==> src/rtl/uart_tx_arbiter.sv <==
// uart_tx_arbiter
// Round-robin owner selection for one shared byte serializer. A granted
// requester keeps the serializer until its last byte completes, its request
// drops, or the serializer stops answering and the watchdog aborts the packet.
module uart_tx_arbiter #(
    parameter int          NUM_REQ  = 4,
    parameter logic [19:0] TIMEOUT  = 20'd1000000,
    parameter logic [2:0]  BAUD_SET = 3'd0
) (
    input  logic                   Clk,
    input  logic                   Rst_n,
    input  logic [NUM_REQ-1:0]     req,
    input  logic [8*NUM_REQ-1:0]   req_data,
    input  logic [NUM_REQ-1:0]     req_last,
    output logic [NUM_REQ-1:0]     grant,
    output logic [NUM_REQ-1:0]     byte_ack,
    output logic [7:0]             data_byte,
    output logic                   send_en,
    output logic [2:0]             baud_set,
    input  logic                   Tx_Done,
    output logic                   busy,
    output logic                   err
);

    localparam int          IDX_W   = (NUM_REQ > 1) ? $clog2(NUM_REQ) : 1;
    localparam logic [19:0] WD_LAST = TIMEOUT - 20'd1;

    typedef enum logic [1:0] {
        S_IDLE,
        S_GRANT,
        S_SEND,
        S_WAIT
    } state_t;

    state_t               r_state;
    logic [NUM_REQ-1:0]   r_grant;
    logic [IDX_W-1:0]     r_gidx;
    logic [IDX_W-1:0]     r_ptr;
    logic [NUM_REQ-1:0]   r_byte_ack;
    logic [7:0]           r_data_byte;
    logic                 r_send_en;
    logic                 r_err;
    logic                 r_busy;
    logic [19:0]          r_wd;
    logic                 r_last_q;

    logic                 w_found;
    logic [IDX_W-1:0]     w_sel_idx;
    logic [NUM_REQ-1:0]   w_sel_onehot;
    logic [7:0]           w_cur_byte;
    logic                 w_cur_req;
    logic                 w_cur_last;

    // Index base+offset folded back into 0..NUM_REQ-1 (offset is 1..NUM_REQ).
    function automatic logic [IDX_W-1:0] wrap_add(input logic [IDX_W-1:0] base,
                                                  input int offset);
        int sum;
        sum = int'(base) + offset;
        if (sum >= NUM_REQ) begin
            sum = sum - NUM_REQ;
        end
        return IDX_W'(sum);
    endfunction

    // Round-robin search: first asserted request strictly after the last owner.
    // NOTE: every combinational output gets a default first so no latch is inferred.
    always_comb begin
        w_found   = 1'b0;
        w_sel_idx = '0;
        for (int k = 1; k <= NUM_REQ; k++) begin
            if (!w_found && req[wrap_add(r_ptr, k)]) begin
                w_found   = 1'b1;
                w_sel_idx = wrap_add(r_ptr, k);
            end
        end
    end

    // One-hot form of the selected requester.
    always_comb begin
        w_sel_onehot            = '0;
        w_sel_onehot[w_sel_idx] = 1'b1;
    end

    // Signals of the current owner only; other requesters are never looked at.
    assign w_cur_byte = req_data[{r_gidx, 3'b000} +: 8];
    assign w_cur_req  = req[r_gidx];
    assign w_cur_last = req_last[r_gidx];

    // Arbitration / pacing FSM with all outputs registered.
    // NOTE: sequential state is updated with non-blocking assignments only.
    always_ff @(posedge Clk or negedge Rst_n) begin
        if (!Rst_n) begin
            r_state     <= S_IDLE;
            r_grant     <= '0;
            r_gidx      <= '0;
            r_ptr       <= IDX_W'(NUM_REQ - 1);
            r_byte_ack  <= '0;
            r_data_byte <= 8'h00;
            r_send_en   <= 1'b0;
            r_err       <= 1'b0;
            r_busy      <= 1'b0;
            r_wd        <= '0;
            r_last_q    <= 1'b0;
        end else begin
            // Pulses last exactly one cycle unless re-asserted below.
            r_send_en  <= 1'b0;
            r_byte_ack <= '0;
            r_err      <= 1'b0;

            case (r_state)
                S_IDLE: begin
                    if (w_found) begin
                        r_grant <= w_sel_onehot;
                        r_gidx  <= w_sel_idx;
                        r_busy  <= 1'b1;
                        r_state <= S_GRANT;
                    end
                end

                S_GRANT: begin
                    r_state <= S_SEND;
                end

                S_SEND: begin
                    r_data_byte <= w_cur_byte;
                    r_last_q    <= w_cur_last;
                    r_send_en   <= 1'b1;
                    r_byte_ack  <= r_grant;
                    r_wd        <= '0;
                    r_state     <= S_WAIT;
                end

                S_WAIT: begin
                    if (Tx_Done) begin
                        // Completion beats a simultaneous timeout.
                        if (!r_last_q && w_cur_req) begin
                            r_state <= S_SEND;
                        end else begin
                            r_ptr   <= r_gidx;
                            r_grant <= '0;
                            r_busy  <= 1'b0;
                            r_state <= S_IDLE;
                        end
                    end else if (r_wd == WD_LAST) begin
                        r_err   <= 1'b1;
                        r_ptr   <= r_gidx;
                        r_grant <= '0;
                        r_busy  <= 1'b0;
                        r_state <= S_IDLE;
                    end else begin
                        r_wd <= r_wd + 20'd1;
                    end
                end

                default: begin
                    r_grant <= '0;
                    r_busy  <= 1'b0;
                    r_state <= S_IDLE;
                end
            endcase
        end
    end

    assign grant     = r_grant;
    assign byte_ack  = r_byte_ack;
    assign data_byte = r_data_byte;
    assign send_en   = r_send_en;
    assign busy      = r_busy;
    assign err       = r_err;
    assign baud_set  = BAUD_SET;

    // Structural invariants of the scheduler.
    a_grant_onehot0 : assert property (@(posedge Clk) disable iff (!Rst_n)
        $onehot0(r_grant));
    a_send_not_b2b  : assert property (@(posedge Clk) disable iff (!Rst_n)
        r_send_en |=> !r_send_en);
    a_ack_matches   : assert property (@(posedge Clk) disable iff (!Rst_n)
        r_send_en |-> (r_byte_ack == r_grant));
    a_busy_state    : assert property (@(posedge Clk) disable iff (!Rst_n)
        r_busy == (r_state != S_IDLE));

endmodule

==> config.mk <==
export PLATFORM = sky130hd
export DESIGN_NAME = uart_tx_arbiter
export DESIGN_NICKNAME = d
export VERILOG_FILES = /design/src/rtl/uart_tx_arbiter.sv
export SDC_FILE = /design/constraint.sdc
export NUM_CORES = 1
export LEC_CHECK = 0
export CAP_MARGIN = 10
export CORE_MARGIN = 2
export CORE_UTILIZATION = 53
export CTS_CLUSTER_DIAMETER = 100
export CTS_CLUSTER_SIZE = 10
export DETAILED_ROUTE_END_ITERATION = 10
export MAX_ROUTING_LAYER = met4
export PLACE_DENSITY = 0.88
export SETUP_SLACK_MARGIN = 0.4
export SLEW_MARGIN = 20
export SYNTH_ARGS = -nofsm -noshare
export SYNTH_HDL_FRONTEND = slang
export SYNTH_SLANG_ARGS = --single-unit
==> constraint.sdc <==
create_clock -name Clk -period 5.35 [get_ports Clk]
set_clock_uncertainty 0.05 [all_clocks]
set_input_delay 0.8025 -clock Clk [delete_from_list [all_inputs] [get_ports Clk]]
set_output_delay 0.8025 -clock Clk [all_outputs]
set_load 0.005 [all_outputs]
* After elaboration in Yosys (flattened, before gate mapping)
Index checks and enable logic that the tools add are counted.
Operators by class: add/sub/neg operators 9, $lt $le $gt $ge 11, eq/ne operators 10, shift-type cells 1, multiplexer cells 52, reductions and logical operators 18
Operator list (count):
- $mux W20 | 2
- $pmux W20 S2 | 1
- $shiftx A32 B6 Y8 | 1
- $mux W2 | 15
- $add A20 B1 Y20 const B | 1
- $eq A20 B20 Y1 const B | 1
- $mux W4 | 5
- $mux W1 | 19
- $lt A2 B3 Y1 const B | 6
- $bmux W1 S2 | 6
- $ge A3 B3 Y1 const B | 3
- $ne A2 B2 Y1 const B | 4
- $pmux W2 S4 | 1
- $pmux W4 S2 | 1
- $sub A2 B1 Y2 const B | 4
- $add A2 B2 Y3 const B | 2
- $ne A3 B3 Y1 const B | 2
- $reduce_and A3 Y1 | 2
- $reduce_bool A2 Y1 | 3
- $logic_and A1 B1 Y1 | 5
- $add A2 B3 Y4 const B | 1
- $eq A2 B2 Y1 const B | 2
- $ge A4 B3 Y1 const B | 1
- $logic_not A1 Y1 | 4
- other kinds (8) | 9
Storage, ports and cells: flip-flop bits (word level) 46, input port bits 43, output and inout port bits 22, logic and storage cells 112

* Longest topological paths before layout
Gate-level depths: netlist of run 1.
word-level depth 21, depth in mapped cells 6, depth with buffers taken out 6

* Worst setup path before layout of run 1
OpenSTA, ideal clock, no wires.
kind input port to flip-flop, start point in req[3], end point reg r_ptr[0], library setup time 82 ps, arrival 2066 ps, required time 5218 ps, slack 3152 ps, cell stages on the path 4, buffers on the path 0, path through mux4_2 -> and3b_1 -> nor3_4 -> mux2_4
Between the ends: cells in the longest elaborated chain, start to end 5
RTL lines:
- from (decl) | RTL line 12 | input logic [NUM_REQ-1:0] req,
- $bmux W1 S2 | RTL line 86 | assign w_cur_req = req[r_gidx];
- $mux W1 (not written as such) | RTL line 86
- $logic_and A1 B1 Y1 | RTL line 136 | if (!r_last_q && w_cur_req) begin
- $ne A2 B2 Y1 (no line)
- $reduce_and A3 Y1 (no line)
- to (signal assigned) | RTL line 96 | r_ptr <= IDX_W'(NUM_REQ - 1);
- to (signal assigned) | RTL line 139 | r_ptr <= r_gidx;
- to (signal assigned) | RTL line 146 | r_ptr <= r_gidx;
- to (decl) | RTL line 38 | logic [IDX_W-1:0] r_ptr;
No other way between the ends. The select of a mux whose other input is x is not followed. A chain may end at the register's enable or synchronous reset.

* Final worst setup path of run 1
Ends and elaborated chain as after synthesis.

==> results.py, run 1 <==
metrics = {
    "status": {
        "outcome": "finished clean",
    },
    "synth": {
        "portion_of_synthesized_cell_area_occupied_by_the_leading_cell_type": 0.4404,
        "synth_area_leaders": "sky130_fd_sc_hd__dfrtp_1 (44%), sky130_fd_sc_hd__mux4_2 (9.0%), sky130_fd_sc_hd__mux2_2 (4.1%)",
        "cell_area_after_synthesis_um2": 2500,
        "synth.avg_cell_area_um2": 11.01,
        "yosys_register_bits": 46,
        "synth-main-ff-cell": "sky130_fd_sc_hd__dfrtp_1",
        "yosys-top-cells-count": "sky130_fd_sc_hd__dfrtp_1 (44), sky130_fd_sc_hd__nor2_1 (22), sky130_fd_sc_hd__nand2_1 (19), sky130_fd_sc_hd__nand3_1 (11), sky130_fd_sc_hd__mux4_2 (10)",
        "synthDominantAreaCellType": "sky130_fd_sc_hd__dfrtp_1",
        "synthesis.yosys.warnings": 0,
        "synth-edff-count": 0,
        "synth.mux.area_fraction": 0.1547,
        "synth-simple-area-share": 0.2012,
        "yosysSeqAreaShare": 0.4615,
        "synth-xor-area-share": 0.03504,
        "synthArstFlopShare": 1.000,
        "synth.distinct_cells": 54,
        "yosys.cell_count.top_type": "sky130_fd_sc_hd__dfrtp_1",
        "share_of_the_synthesized_area_in_compound_gates_ao_oa_aoi_oai": 0.1036,
        "combinational_family_with_the_most_area_after_synthesis": "simple AND/OR/NAND/NOR gates",
        "post_synth_inst_count": 227,
        "post_synth_fa_ha_maj_area_fraction": 0.005005,
    },
    "die": {
        "die_height_um": 72.68,
        "boundaryPins": 65,
        "core.rowCount": 24,
        "placeableCoreArea_um2": 4444,
        "die-area_um2": 5282,
        "effective_utilization_at_floorplan": 0.5625,
        "overall_die_width_um": 72.68,
    },
    "placement": {
        "finalWeightedCongestion": 0.8478,
        "placedCellCount": 331,
        "place.detailed.hpwl_um": 4111,
        "portBuffers": 61,
        "dp_slack_ns": 2.494,
    },
    "detailed_routing": {
        "drcViolationCount": 0,
        "route.vias.total": 2012,
        "post_route_antenna_net_violation_count": 0,
        "wirelength_um": 5767,
        "drt-wirelength-per-cell_um": 17.01,
        "detailedRoute.firstPassIterationCount": 4,
        "post_drt_via_cell_ratio": 5.935,
        "drt_iter0_markers": 157,
    },
    "setup_path": {
        "worst-setup-path-type": "primary input to flip-flop",
        "critical_path_start_type": "primary input",
        "critPathMaxFanout": 8,
        "r2r.worst_path.cells": 4,
        "worstPathRequired_ns": 5.54,
        "worst-r2r-setup-slack_ns": 3.06,
        "endpoint_kind": "flip-flop",
        "data_arrival_at_the_endpoint_of_the_critical_path_ns": 2.74,
    },
    "finish": {
        "finish.net_count": 330,
        "multi_input_area_um2": 1265,
        "syn_to_final_growth_pct": 30.88,
        "stdcell_count": 339,
        "num-fill-cells": 309,
        "drive_gt1_frac": 0.1533,
        "seq_area_um2": 1154,
        "count_of_inserted_antenna_diode_cells": 0,
    },
    "clock_network": {
        "cts_hold_buffers": 0,
        "cts.reportedPaths.clkPinSlew_ns": 0.09,
        "clk_path_buf_depth": 2,
        "cts_tree": "done",
        "cts-htree-levels": 2,
        "total_clock_buffers_created_by_cts": 5,
        "clock_tree.root_cell": "sky130_fd_sc_hd__clkbuf_8",
        "post-cts-setup-buffer-count": 0,
        "cts_sink_cnt": 46,
        "worst_skew_pair.late_latency_ns": 0.30,
        "ctsResizeCount": 0,
    },
    "timing": {
        "postLayoutSetupSlackWorst_ns": 2.795,
        "setup_viol_count_final": 0,
        "finalMaxSlewViolations": 0,
        "timing.final.hold_violations": 0,
        "period_needed_ns": 2.555,
        "timing.max_slew.rel_slack": 0.5469,
        "fmax_mhz": 391.4,
        "finalHoldWorstSlack_ns": 0.4433,
        "period_share": 0.4775,
        "setup_repair_after_global_routing_missed_its_margin": "false",
        "slew_at_the_pin_with_the_worst_max_slew_slack_ns": 0.6796,
        "finalSetupTns_ns": 0,
    },
    "grt": {
        "grt_start_max_net_pins": 47,
        "antenna_found_initial": 0,
        "global_route_wire_length_before_repair_um": 9639,
        "gr-usage-all-layers": 0.2414,
        "grt_overflow_total": 0,
        "first_global_vias": 2043,
    },
    "power": {
        "p_leak_nw": 1.340,
        "vdd_ir_drop_max_v": 0.0003706,
        "powerDensity_nw_per_um2": 427.8,
        "design_power_total_mw": 1.400,
    },
    "hold_path": {
        "timing.hold.worst.class": "primary input to async pin",
    },
    "run": {
        "drv.max_cap_violation_count": 0,
    },
}
## per-layer routing
| metal | part of all wire | track usage | up-vias |
|---|---|---|---|
| li1 | - | - | 937 |
| met1 | 0.42 | 0.3092 | 989 |
| met2 | 0.51 | 0.3939 | 77 |
| met3 | 0.057 | 0.05249 | 9 |
| met4 | 0.011 | 0.05967 | 0 |
| met5 | 0 | - | - |
## cell usage in the layout, fill, tap and decap left out, types with 3 or more instances in the layout
cell,n
sky130_fd_sc_hd__nor3_1,6
sky130_fd_sc_hd__clkdlybuf4s50_1,60
sky130_fd_sc_hd__and2_1,5
sky130_fd_sc_hd__dfrtp_1,44
sky130_fd_sc_hd__mux2i_1,3
sky130_fd_sc_hd__o32ai_1,4
sky130_fd_sc_hd__a31oi_1,3
sky130_fd_sc_hd__nand2_1,19
sky130_fd_sc_hd__o21ai_0,7
sky130_fd_sc_hd__nand2b_1,5
sky130_fd_sc_hd__nor4_1,3
sky130_fd_sc_hd__mux4_2,10
sky130_fd_sc_hd__nand4_1,5
sky130_fd_sc_hd__nor2_1,22
sky130_fd_sc_hd__conb_1,3
sky130_fd_sc_hd__inv_1,9
sky130_fd_sc_hd__mux2_2,9
sky130_fd_sc_hd__xor2_1,9
sky130_fd_sc_hd__a21oi_1,3
sky130_fd_sc_hd__nand3_1,11
sky130_fd_sc_hd__clkbuf_8,6
## final timing paths
kind                                           from                  endpoint
min reg2reg                data_byte[3]$_DFFE_PN0P_  data_byte[3]$_DFFE_PN0P_
max                                          req[3]      r_ptr[0]$_DFFE_PN1P_
min in group Clk           data_byte[3]$_DFFE_PN0P_  data_byte[3]$_DFFE_PN0P_
min                                           Rst_n             err$_DFF_PN0_
max in group asynchronous                     Rst_n  data_byte[4]$_DFFE_PN0P_
max reg2reg                   r_gidx[1]$_DFFE_PN0P_      r_ptr[0]$_DFFE_PN1P_
## logic make-up (layout without fill, tap and decap cells)
logic type / after synthesis / in the layout
DFF: 46 / 46
muxes: 24 / 24
xor gates and xnor gates: 10 / 10
buffers and inverters: 21 / 79
other: 1 / 3
AOI/OAI and AO/OA: 34 / 34
adders and majority gates: 1 / 1
and+or+nand+nor: 90 / 90
## final cells by class
class / count / share of cell area
inverter: 10 / 0.01147
multi-input combinational: 162 / 0.3866
clock inverter: 2 / 0.01836
clock buffer: 6 / 0.02524
timing repair buffer: 61 / 0.1859
tap: 52 / 0.01989
sequential: 46 / 0.3526
## state kept, by name, summed over array words and instances (netlist names)
register / flops
busy: 1
byte_ack: 4
data_byte: 8
err: 1
grant: 4
r_gidx: 2
r_last_q: 1
r_ptr: 2
r_state: 2
r_wd: 20
send_en: 1
## critical path, cell delays in order
cell	delay [ns]
sky130_fd_sc_hd__clkdlybuf4s50_1	0.51
sky130_fd_sc_hd__mux4_2	0.49
sky130_fd_sc_hd__and3b_1	0.22
sky130_fd_sc_hd__nor3_4	0.37
sky130_fd_sc_hd__mux2_4	0.34
## per-stage QoR
stage | utilization | area (um2)
6_report | 0.7362 | 3272
5_1_grt | 0.7362 | 3272
4_1_cts | 0.7345 | 3264
3_5_place_dp | 0.7024 | 3122
3_3_place_gp | 0.7024 | 3122
2_1_floorplan | - | 2507
## power by group
group          leakage (nW)  switching [mW]  internal [mW]
sequential            0.599           0.133          0.447
combinational         0.669           0.196          0.305
clock                0.0714           0.119          0.199
Note: power is estimated with default switching activity, not from simulation.
==> run 2, diff against run 1 <==
--- a/config.mk
+++ b/config.mk
@@ -7,12 +7,12 @@
 export LEC_CHECK = 0
 export CAP_MARGIN = 10
 export CORE_MARGIN = 2
-export CORE_UTILIZATION = 53
+export CORE_UTILIZATION = 44
 export CTS_CLUSTER_DIAMETER = 100
 export CTS_CLUSTER_SIZE = 10
 export DETAILED_ROUTE_END_ITERATION = 10
 export MAX_ROUTING_LAYER = met4
-export PLACE_DENSITY = 0.88
+export PLACE_DENSITY = 0.78
 export SETUP_SLACK_MARGIN = 0.4
 export SLEW_MARGIN = 20
 export SYNTH_ARGS = -nofsm -noshare
==> constraint.sdc (replaced) <==
create_clock -name Clk -period 2.3 [get_ports Clk]
set_clock_uncertainty 0.05 [all_clocks]
set_input_delay 0.345 -clock Clk [delete_from_list [all_inputs] [get_ports Clk]]
set_output_delay 0.345 -clock Clk [all_outputs]
set_load 0.005 [all_outputs]
==> run 2 against run 1 <==
  * Cell area increased by 8.7%
  * Clock power is 130% higher
  * Sequential share of layout area fell by 2.8 points
  * Critical path depth stayed put
  * Utilization down 9.0 points
  * Critical path type unchanged
  * Critical endpoint unchanged
  * Largest power group is now combinational cells
  * Highest routed layer unchanged
==> results.py, run 2 (synthesis results as in run 1) <==
metrics = {
    "clock_network": {
        "cts-htree-levels": 2,
        "total_clock_buffers_created_by_cts": 5,
        "worst_skew_pair.late_latency_ns": 0.30,
        "cts.reportedPaths.clkPinSlew_ns": 0.09,
        "clk_path_buf_depth": 2,
        "cts_hold_buffers": 0,
        "cts_sink_cnt": 46,
        "clock_tree.root_cell": "sky130_fd_sc_hd__clkbuf_8",
        "cts_tree": "done",
    },
    "detailed_routing": {
        "drcViolationCount": 0,
        "drt_iter0_markers": 113,
        "drt-wirelength-per-cell_um": 15.50,
        "post_drt_via_cell_ratio": 5.428,
        "route.vias.total": 2079,
        "wirelength_um": 5938,
        "detailedRoute.firstPassIterationCount": 4,
        "post_route_antenna_net_violation_count": 0,
    },
    "finish": {
        "max_flop_register": "r_wd",
        "layout_commonest_cell": "sky130_fd_sc_hd__clkdlybuf4s50_1",
        "finish.net_count": 354,
        "multi_input_area_um2": 1339,
        "number_of_flip_flops_in_the_largest_register": 20,
        "drive_gt1_frac": 0.2508,
        "num-fill-cells": 428,
        "finish.instance_area_um2": 3557,
        "stdcell_count": 383,
        "postLayoutCoreUtil": 0.6460,
        "most_used_cells_in_the_layout_excluding_fill_and_tap_cells": "sky130_fd_sc_hd__clkdlybuf4s50_1 (60), sky130_fd_sc_hd__dfrtp_1 (43), sky130_fd_sc_hd__buf_4 (22)",
        "count_of_inserted_antenna_diode_cells": 0,
        "seq_area_um2": 1155,
        "syn_to_final_growth_pct": 42.29,
    },
    "setup_path": {
        "critPathMaxStageDelay_ns": 0.49,
        "worst-setup-path-type": "primary input to flip-flop",
        "worstPathRequired_ns": 2.49,
        "crit_path_slowest_cell": "sky130_fd_sc_hd__mux4_2",
        "critical_path_start_type": "primary input",
        "data_arrival_at_the_endpoint_of_the_critical_path_ns": 2.13,
        "endpoint_kind": "flip-flop",
        "cell_chain_critical_path": "clkdlybuf4s50_1 -> mux4_2 -> and3b_1 -> nor3_4 -> mux2_4",
        "critPathMaxFanout": 4,
    },
    "timing": {
        "setup_viol_count_final": 0,
        "timing.final.hold_violations": 0,
        "finalSetupTns_ns": 0,
        "fmax_mhz": 515.6,
        "finalHoldWorstSlack_ns": 0.06554,
        "timing.max_slew.rel_slack": 0.4787,
        "finalMaxSlewViolations": 0,
        "slew_at_the_pin_with_the_worst_max_slew_slack_ns": 0.7819,
        "setup_repair_after_global_routing_missed_its_margin": "true",
        "postLayoutSetupSlackWorst_ns": 0.3604,
        "period_share": 0.8433,
        "period_needed_ns": 1.940,
    },
    "power": {
        "vdd_ir_drop_max_v": 0.0007193,
        "p_leak_nw": 1.491,
        "design_power_total_mw": 3.452,
        "powerDensity_nw_per_um2": 970.4,
    },
    "placement": {
        "place.detailed.hpwl_um": 4233,
        "placedCellCount": 366,
        "dp_slack_ns": 0.06332,
        "finalWeightedCongestion": 0.8378,
        "detailed_place.area_um2": 3262,
        "portBuffers": 61,
    },
    "grt": {
        "gr-usage-all-layers": 0.1998,
        "first_global_vias": 2055,
        "grt_overflow_total": 0,
        "global_route_wire_length_before_repair_um": 9639,
        "antenna_found_initial": 0,
        "grt_start_max_net_pins": 37,
    },
    "die": {
        "die-area_um2": 6300,
        "placeableCoreArea_um2": 5507,
        "die_height_um": 79.38,
        "effective_utilization_at_floorplan": 0.4540,
        "boundaryPins": 65,
        "overall_die_width_um": 79.38,
        "core.rowCount": 27,
    },
    "status": {
        "outcome": "finished clean",
    },
    "hold_path": {
        "timing.hold.worst.class": "primary input to async pin",
    },
    "run": {
        "drv.max_cap_violation_count": 0,
    },
}
-- run 2: cell count changes in the layout (fill, tap and decap cells not counted), sizes merged --
cell | before | now
buf | 1 | 25
-- run 2: power breakdown --
part | internal (mW) | leakage, nW | switching, mW | total, mW
logic | 0.849 | 0.822 | 0.591 | 1.44
clock network | 0.464 | 0.0714 | 0.279 | 0.742
registers | 1.04 | 0.597 | 0.228 | 1.27
total | 2.35 | 1.49 | 1.10 | 3.45
-- run 2: cell type report --
cell class,instances,share of cell area
Multi-Input combinational cell,162,0.3764
Sequential cell,46,0.3247
Timing Repair Buffer,85,0.2230
Tap cell,72,0.02533
Clock buffer,6,0.02321
Clock inverter,2,0.01688
Inverter,10,0.01055
-- run 2: repair_timing --
item / 4_1_cts / 5_1_grt
resized for setup: 2 / 14
setup endpoints to repair: 12 / 15
setup buffers: 5 / 4
pin swaps: 5 / 8
-- run 2: worst paths after layout --
kind | from | endpoint | slack, ns | depth (start not counted)
worst max-delay path | req[0] | r_ptr[0]$_DFFE_PN1P_ | 0.36 | 5
worst min-delay path | Rst_n | send_en$_DFF_PN0_ | 0.07 | 1
worst max register to register | r_wd[0]$_DFFE_PN0P_ | r_wd[8]$_DFFE_PN0P_ | 0.44 | 7
worst min register to register | data_byte[3]$_DFFE_PN0P_ | data_byte[3]$_DFFE_PN0P_ | 0.46 | 1
max in group asynchronous | Rst_n | data_byte[2]$_DFFE_PN0P_ | 1.52 | 2
min in group Clk | data_byte[3]$_DFFE_PN0P_ | data_byte[3]$_DFFE_PN0P_ | 0.46 | 1
-- run 2: worst max-delay path, delay by kind of cell --
family / cells / cell delay [ns]
buffers and inverters: 1 / 0.47
and+or+nand+nor: 2 / 0.50
muxes: 2 / 0.81
-- run 2: routing by layer --
metal | vias up | wire (um) | track usage
met5 | - | 0 | -
met1 | 1005 | 2497 | 0.2706
met3 | 7 | 368 | 0.03846
met4 | 0 | 43 | 0.04655
li1 | 984 | - | -
met2 | 83 | 3028 | 0.3161
